<file path="src/rtl/db_sensor_view.sv">
// Purpose : debounced key front end plus paged LED viewer for multi-channel sensor values.
// Latency : O_COMM fires DB_CYC+2 cycles after a key goes low; O_LEDR/O_PAGE lag their sources by 1 cycle.
// Backpr. : none; board I/O is sampled every cycle and outputs are plain registers.
//
// Ports:
//   CLK, RST            system clock, synchronous active-high reset
//   I_KEY_COMM/I_KEY_MODE  raw active-low push-buttons
//   I_SW_COMM [3:0]     command code, captured on an accepted COMM press
//   I_SEL [SEL_W-1:0]   manual page select
//   I_DATA              CH_NUM packed channel values, channel 0 in the LSBs
//   I_ACK, I_ERR        controller status flags shown on the top two LEDs
//   O_COMM [3:0]        one-cycle command pulse, otherwise 0
//   O_LEDR              {err, ack, page slice}
//   O_PAGE              page currently displayed
//   O_AUTO              1 while auto-scroll mode is active
// Build option: define DB_STICKY_ERR_EN to make the err LED a sticky latch
// (set by I_ERR, cleared by RST or an accepted COMM press, set wins).
module db_sensor_view #(
   parameter int FPGA_CLK  = 50_000_000,
   parameter int CH_NUM    = 2,
   parameter int DATA_W    = 19,
   parameter int PAGE_W    = 8,
   parameter int DB_MS     = 10,
   parameter int SCROLL_MS = 1000,
   localparam int PAGES    = (DATA_W + PAGE_W - 1) / PAGE_W,
   localparam int TOTAL    = CH_NUM * PAGES,
   localparam int SEL_W    = (TOTAL > 1) ? $clog2(TOTAL) : 1
) (
   input  logic                     CLK,
   input  logic                     RST,
   input  logic                     I_KEY_COMM,
   input  logic                     I_KEY_MODE,
   input  logic [3:0]               I_SW_COMM,
   input  logic [SEL_W-1:0]         I_SEL,
   input  logic [CH_NUM*DATA_W-1:0] I_DATA,
   input  logic                     I_ACK,
   input  logic                     I_ERR,
   output logic [3:0]               O_COMM,
   output logic [PAGE_W+1:0]        O_LEDR,
   output logic [SEL_W-1:0]         O_PAGE,
   output logic                     O_AUTO
);

   localparam int DB_CYC     = (FPGA_CLK / 1000) * DB_MS;
   localparam int SCROLL_CYC = (FPGA_CLK / 1000) * SCROLL_MS;
   localparam int DB_W       = (DB_CYC > 1) ? $clog2(DB_CYC) : 1;
   localparam int SC_W       = (SCROLL_CYC > 1) ? $clog2(SCROLL_CYC) : 1;
   localparam int EXT_W      = PAGES * PAGE_W;

   // Key path: index 0 = COMM, index 1 = MODE
   logic [1:0]      key_raw;
   logic [1:0]      sync1;
   logic [1:0]      sync2;
   logic [1:0]      db;
   logic [1:0]      last;
   logic [1:0]      press;
   logic [DB_W-1:0] db_cnt [2];

   assign key_raw = {I_KEY_MODE, I_KEY_COMM};

   always_ff @(posedge CLK) begin
      if (RST) begin
         sync1 <= '1;
         sync2 <= '1;
         db    <= '1;
         last  <= '1;
         for (int k = 0; k < 2; k++) db_cnt[k] <= '0;
      end else begin
         sync1 <= key_raw;
         sync2 <= sync1;
         last  <= db;
         for (int k = 0; k < 2; k++) begin
            if (sync2[k] == db[k]) begin
               db_cnt[k] <= '0;
            end else if (db_cnt[k] == DB_W'(DB_CYC - 2)) begin
               // the increment would reach DB_CYC-1: accept the new level
               db[k]     <= sync2[k];
               db_cnt[k] <= '0;
            end else begin
               db_cnt[k] <= db_cnt[k] + 1'b1;
            end
         end
      end
   end

   // A press is a debounced 1->0 step; releases are ignored
   assign press = last & ~db;

   // Page slice table: each channel zero-extended to EXT_W bits,
   // slice j=0 is the most significant (partial) one
   logic [PAGE_W-1:0] slice_tab [TOTAL];

   for (genvar c = 0; c < CH_NUM; c++) begin : g_ch
      logic [EXT_W-1:0] ext;
      assign ext = EXT_W'(I_DATA[c*DATA_W +: DATA_W]);
      for (genvar j = 0; j < PAGES; j++) begin : g_pg
         assign slice_tab[c*PAGES + j] = ext[(PAGES-1-j)*PAGE_W +: PAGE_W];
      end
   end

   logic [SEL_W-1:0]  page_cnt;
   logic [SC_W-1:0]   scr_cnt;
   logic [SEL_W-1:0]  page_src;
   logic [PAGE_W-1:0] slice_sel;
   logic              err_nxt;

   always_comb begin
      page_src  = O_AUTO ? page_cnt : I_SEL;
      slice_sel = '0;
      // manual selects beyond the last page show an empty data field
      if (int'(page_src) < TOTAL) slice_sel = slice_tab[page_src];
   end

`ifdef DB_STICKY_ERR_EN
   assign err_nxt = I_ERR | (O_LEDR[PAGE_W+1] & ~press[0]);
`else
   assign err_nxt = I_ERR;
`endif

   always_ff @(posedge CLK) begin
      if (RST) begin
         O_COMM   <= '0;
         O_LEDR   <= '0;
         O_PAGE   <= '0;
         O_AUTO   <= 1'b0;
         page_cnt <= '0;
         scr_cnt  <= '0;
      end else begin
         O_COMM <= press[0] ? I_SW_COMM : 4'h0;
         O_PAGE <= page_src;
         O_LEDR <= {err_nxt, I_ACK, slice_sel};
         if (press[1]) begin
            // toggling always restarts the scroll from page 0
            O_AUTO   <= ~O_AUTO;
            page_cnt <= '0;
            scr_cnt  <= '0;
         end else if (O_AUTO) begin
            if (scr_cnt == SC_W'(SCROLL_CYC - 1)) begin
               scr_cnt  <= '0;
               page_cnt <= (page_cnt == SEL_W'(TOTAL - 1)) ? '0 : page_cnt + 1'b1;
            end else begin
               scr_cnt <= scr_cnt + 1'b1;
            end
         end
      end
   end

endmodule

</file>
<file path="config.mk">
export PLATFORM = sky130hd
export DESIGN_NAME = db_sensor_view
export DESIGN_NICKNAME = d
export VERILOG_FILES = /design/src/rtl/db_sensor_view.sv
export SDC_FILE = /design/constraint.sdc
export NUM_CORES = 1
export LEC_CHECK = 0
export ABC_CLOCK_PERIOD_IN_PS = 2900
export CORE_UTILIZATION = 59
export DETAILED_ROUTE_END_ITERATION = 16
export PLACE_DENSITY = 0.95
export SYNTH_ARGS = -nofsm -noshare
export SYNTH_HDL_FRONTEND = slang
export SYNTH_SLANG_ARGS = --single-unit
</file>
<file path="constraint.sdc">
create_clock -name CLK -period 2.9 [get_ports CLK]
set_input_delay 0.435 -clock CLK [delete_from_list [all_inputs] [get_ports CLK]]
set_output_delay 0.435 -clock CLK [all_outputs]
set_load 0.01 [all_outputs]
</file>
==> impl_metrics.yaml <==
synthesis:
  avgSynthCellArea_um2: 9.370
  synthFlopType: "dfxtp_1"
  synth.area.top_cells: "edfxtp_1, dfxtp_1, a21oi_1, xor2_1, nand2_1"
  synth_cells: 505
  ys_warn_count: 0
  seq_area_frac_synth_pct: 47.38
  synth.largest_area_cell: "edfxtp_1"
  yosys_register_bits: 93
  synth_cell_types: 52
  syn_area_um2: 4732
  async_flop_share_pct: 0
  synth_top_area_share_pct: 24.11
  synth-edff-count: 38
sta:
  rsz0062_at_grt: "no"
  hold_viol_final: 0
  max_freq_mhz: 447.2
  tns_ns: 0
  finalClockSkew_ns: 0.01490
  worstMarginPinSlew_ns: 0.5819
  max_slew_margin_pct: 60.10
  hold_slack_ns: 0.4306
  min_period_ns: 2.236
  setup_slack_ns: 0.6639
  setup_viol: 0
  post-route-period-util_pct: 77.11
  maxSlewViolCount: 0
cells_and_area:
  num_antenna_cells: 0
  nNetsFinal: 667
  regArea_um2: 2242
  syn_to_final_growth_pct: 23.45
  fillers: 487
  final_layout_size_suffix_gt1_share_pct: 7.143
  final_core_util_pct: 75.60
  multiInputGateArea_um2: 2506
setup_path:
  reg2reg_to: "db_cnt[1][14]"
  startpoint_type: "register"
  startpoint: "db_cnt[1][0]"
  crit_arrival_ns: 2.37
  r2r_start: "db_cnt[1][0]"
  crit_path_end: "db_cnt[1][14]"
  worst-r2r-setup-slack_ns: 0.66
  cp.required_ns: 3.03
  r2r_cells: 7
  critPathMaxFanout: 12
  critPathKind: "register to register"
  crit_path_end_kind: "register"
outcome:
  status: "finished clean"
clocking:
  clockRootBuffer: "clkbuf_8"
  cts-resized-gates: 0
  clockBufferDepth: 2
  cts_tree: "yes"
  htreeDepth: 3
  path_clk_slew_ns: 0.10
  insertion_delay_ns: 0.38
  cts_hold_buf: 0
  numCtsBuffers: 9
  cts_sinks: 93
  cts_setup_buffers: 0
global_route:
  met3_usage_pct: 6.449
  grt_max_degree: 20
  grt_first_pass_wirelength_um: 18590
  grtUsageMet2_pct: 50.75
  first_global_vias: 4081
  grt_use_total_pct: 28.41
  grt_antenna_before_repair: 0
  busiest_layer: "met2"
  overflow: 0
  grt_use_met1_pct: 32.11
floorplanning:
  rows: 32
  die_area_um2: 8382
  initial_core_util_pct: 61.24
  fp.coreArea_um2: 7727
  ios: 69
  die_w_um: 91.56
  fp.dieH_um: 91.56
routing:
  via_per_inst: 6.008
  detail-route-antenna-nets: 0
  wire_per_inst_um: 16.27
  firstDrtPassIters: 5
  routed_wl_um: 11680
  via_count: 4314
  drc_errors: 0
  drt-initial-drc-count: 267
place:
  pre_cts_slack_ns: 0.7731
  hpwl_um: 8121
  port_buffers: 68
  gp_congestion: 0.8473
power_and_ir_drop:
  power_uw: 2526
  powerDensity_nw_per_um2: 432.4
  p_leak_uw: 0.002038
  ir_worst_vdd_v: 0.0002333
hold_path:
  hold_class: "register to register"
  worstHoldStart: "sync1[1]"
flow_run:
  maxCapViolCount: 0
## through the flow
step	instance area, um^2	std cells
final	5842	718
after floorplan	4871	542
after CTS	5842	718
after detailed placement	5643	702
after global routing	5842	718
after global placement	5643	702
## layout by cell type (no fill, tap or decap), types with 4 or more instances in the layout
cell,Yosys,layout
clkdlybuf4s50_1,0,68
dfxtp_1,55,55
nand2_1,49,49
nor2_1,45,45
a21oi_1,44,44
edfxtp_1,38,38
conb_1,1,38
nand3_1,36,36
xor2_1,25,25
nand4_1,19,19
o21ai_0,18,18
and3_1,14,14
or3_1,13,13
o31ai_1,11,11
or4_1,11,11
xnor2_1,10,10
and4_1,9,9
nor3_1,9,9
clkbuf_8,0,9
inv_1,8,8
or2_2,7,7
o21a_1,7,7
buf_4,4,7
ha_1,5,5
nor4b_1,4,4
nor2b_1,4,4
## kinds of logic (layout without fill, tap and decap cells)
logic type                 after synthesis  after routing  synth area share [%]
DFF                                     93             93                 47.38
other                                    1             38               0.07925
buffers and inverters                   26            100                 2.591
xor gates and xnor gates                35             35                 6.478
and+or+nand+nor                        240            240                 27.58
adders and majority gates                5              5                 1.322
AOI/OAI and AO/OA                       99             99                 13.22
muxes                                    6              6                 1.348
## cell type report
| cell class | instances | share of cell area (%) |
|---|---|---|
| multi-input cells | 423 | 42.90 |
| well taps | 102 | 2.185 |
| flip-flops and latches | 93 | 38.38 |
| clock buffers | 9 | 2.120 |
| clock inverters | 7 | 1.285 |
| inverters | 9 | 0.5783 |
| repair buffers | 75 | 12.55 |
## how the worst min path moves through the flow
stage,end,depth (start not counted)
floorplan,sync2[0],1
global placement,sync2[1],1
detailed placement,sync2[1],1
CTS,sync2[1],1
global route,sync2[0],1
finish,sync2[1],1
## power breakdown
part	total, uW	internal (uW)	switching, uW	leakage [uW]
Combinational	217	118	98.9	0.00110
Sequential	1430	1390	33.0	0.000839
Clock	883	403	480	0.0000988
## registers in the layout, summed over array words and instances (netlist names)
register / count
db_cnt: 38
scr_cnt: 26
last: 2
O_LEDR: 10
sync1: 2
sync2: 2
db: 2
O_COMM: 4
page_cnt: 3
O_PAGE: 3
O_AUTO: 1
## critical path: stages (launching register included)
cell	delay, ns
edfxtp_1	0.50
inv_1	0.11
ha_1	0.16
nand4bb_1	0.12
or3_1	0.43
o211ai_2	0.35
buf_4	0.27
a21oi_1	0.07
## cells in the mapped netlist (all sizes together), types with 3 or more instances
cell type / n
or2: 7
nand4: 21
or4: 12
or3: 13
and2: 3
nor4: 3
a21oi: 44
dfxtp: 55
mux2i: 3
buf: 11
o21a: 7
and3: 14
a21boi: 3
inv: 8
edfxtp: 38
nand2: 51
ha: 5
o21ai: 18
xor2: 25
nor2: 45
mux2: 3
clkbuf: 6
nand3: 37
and4: 10
nor4b: 4
o31a: 3
nor2b: 4
o31ai: 12
nor3: 9
xnor2: 10
## per-layer routing
layer	up-vias	share of wire, %
met1	2028	40
met5	-	0
li1	2050	-
met2	198	51
met4	0	2.8
met3	38	5.9
Note: power is estimated with default switching activity, not from simulation.
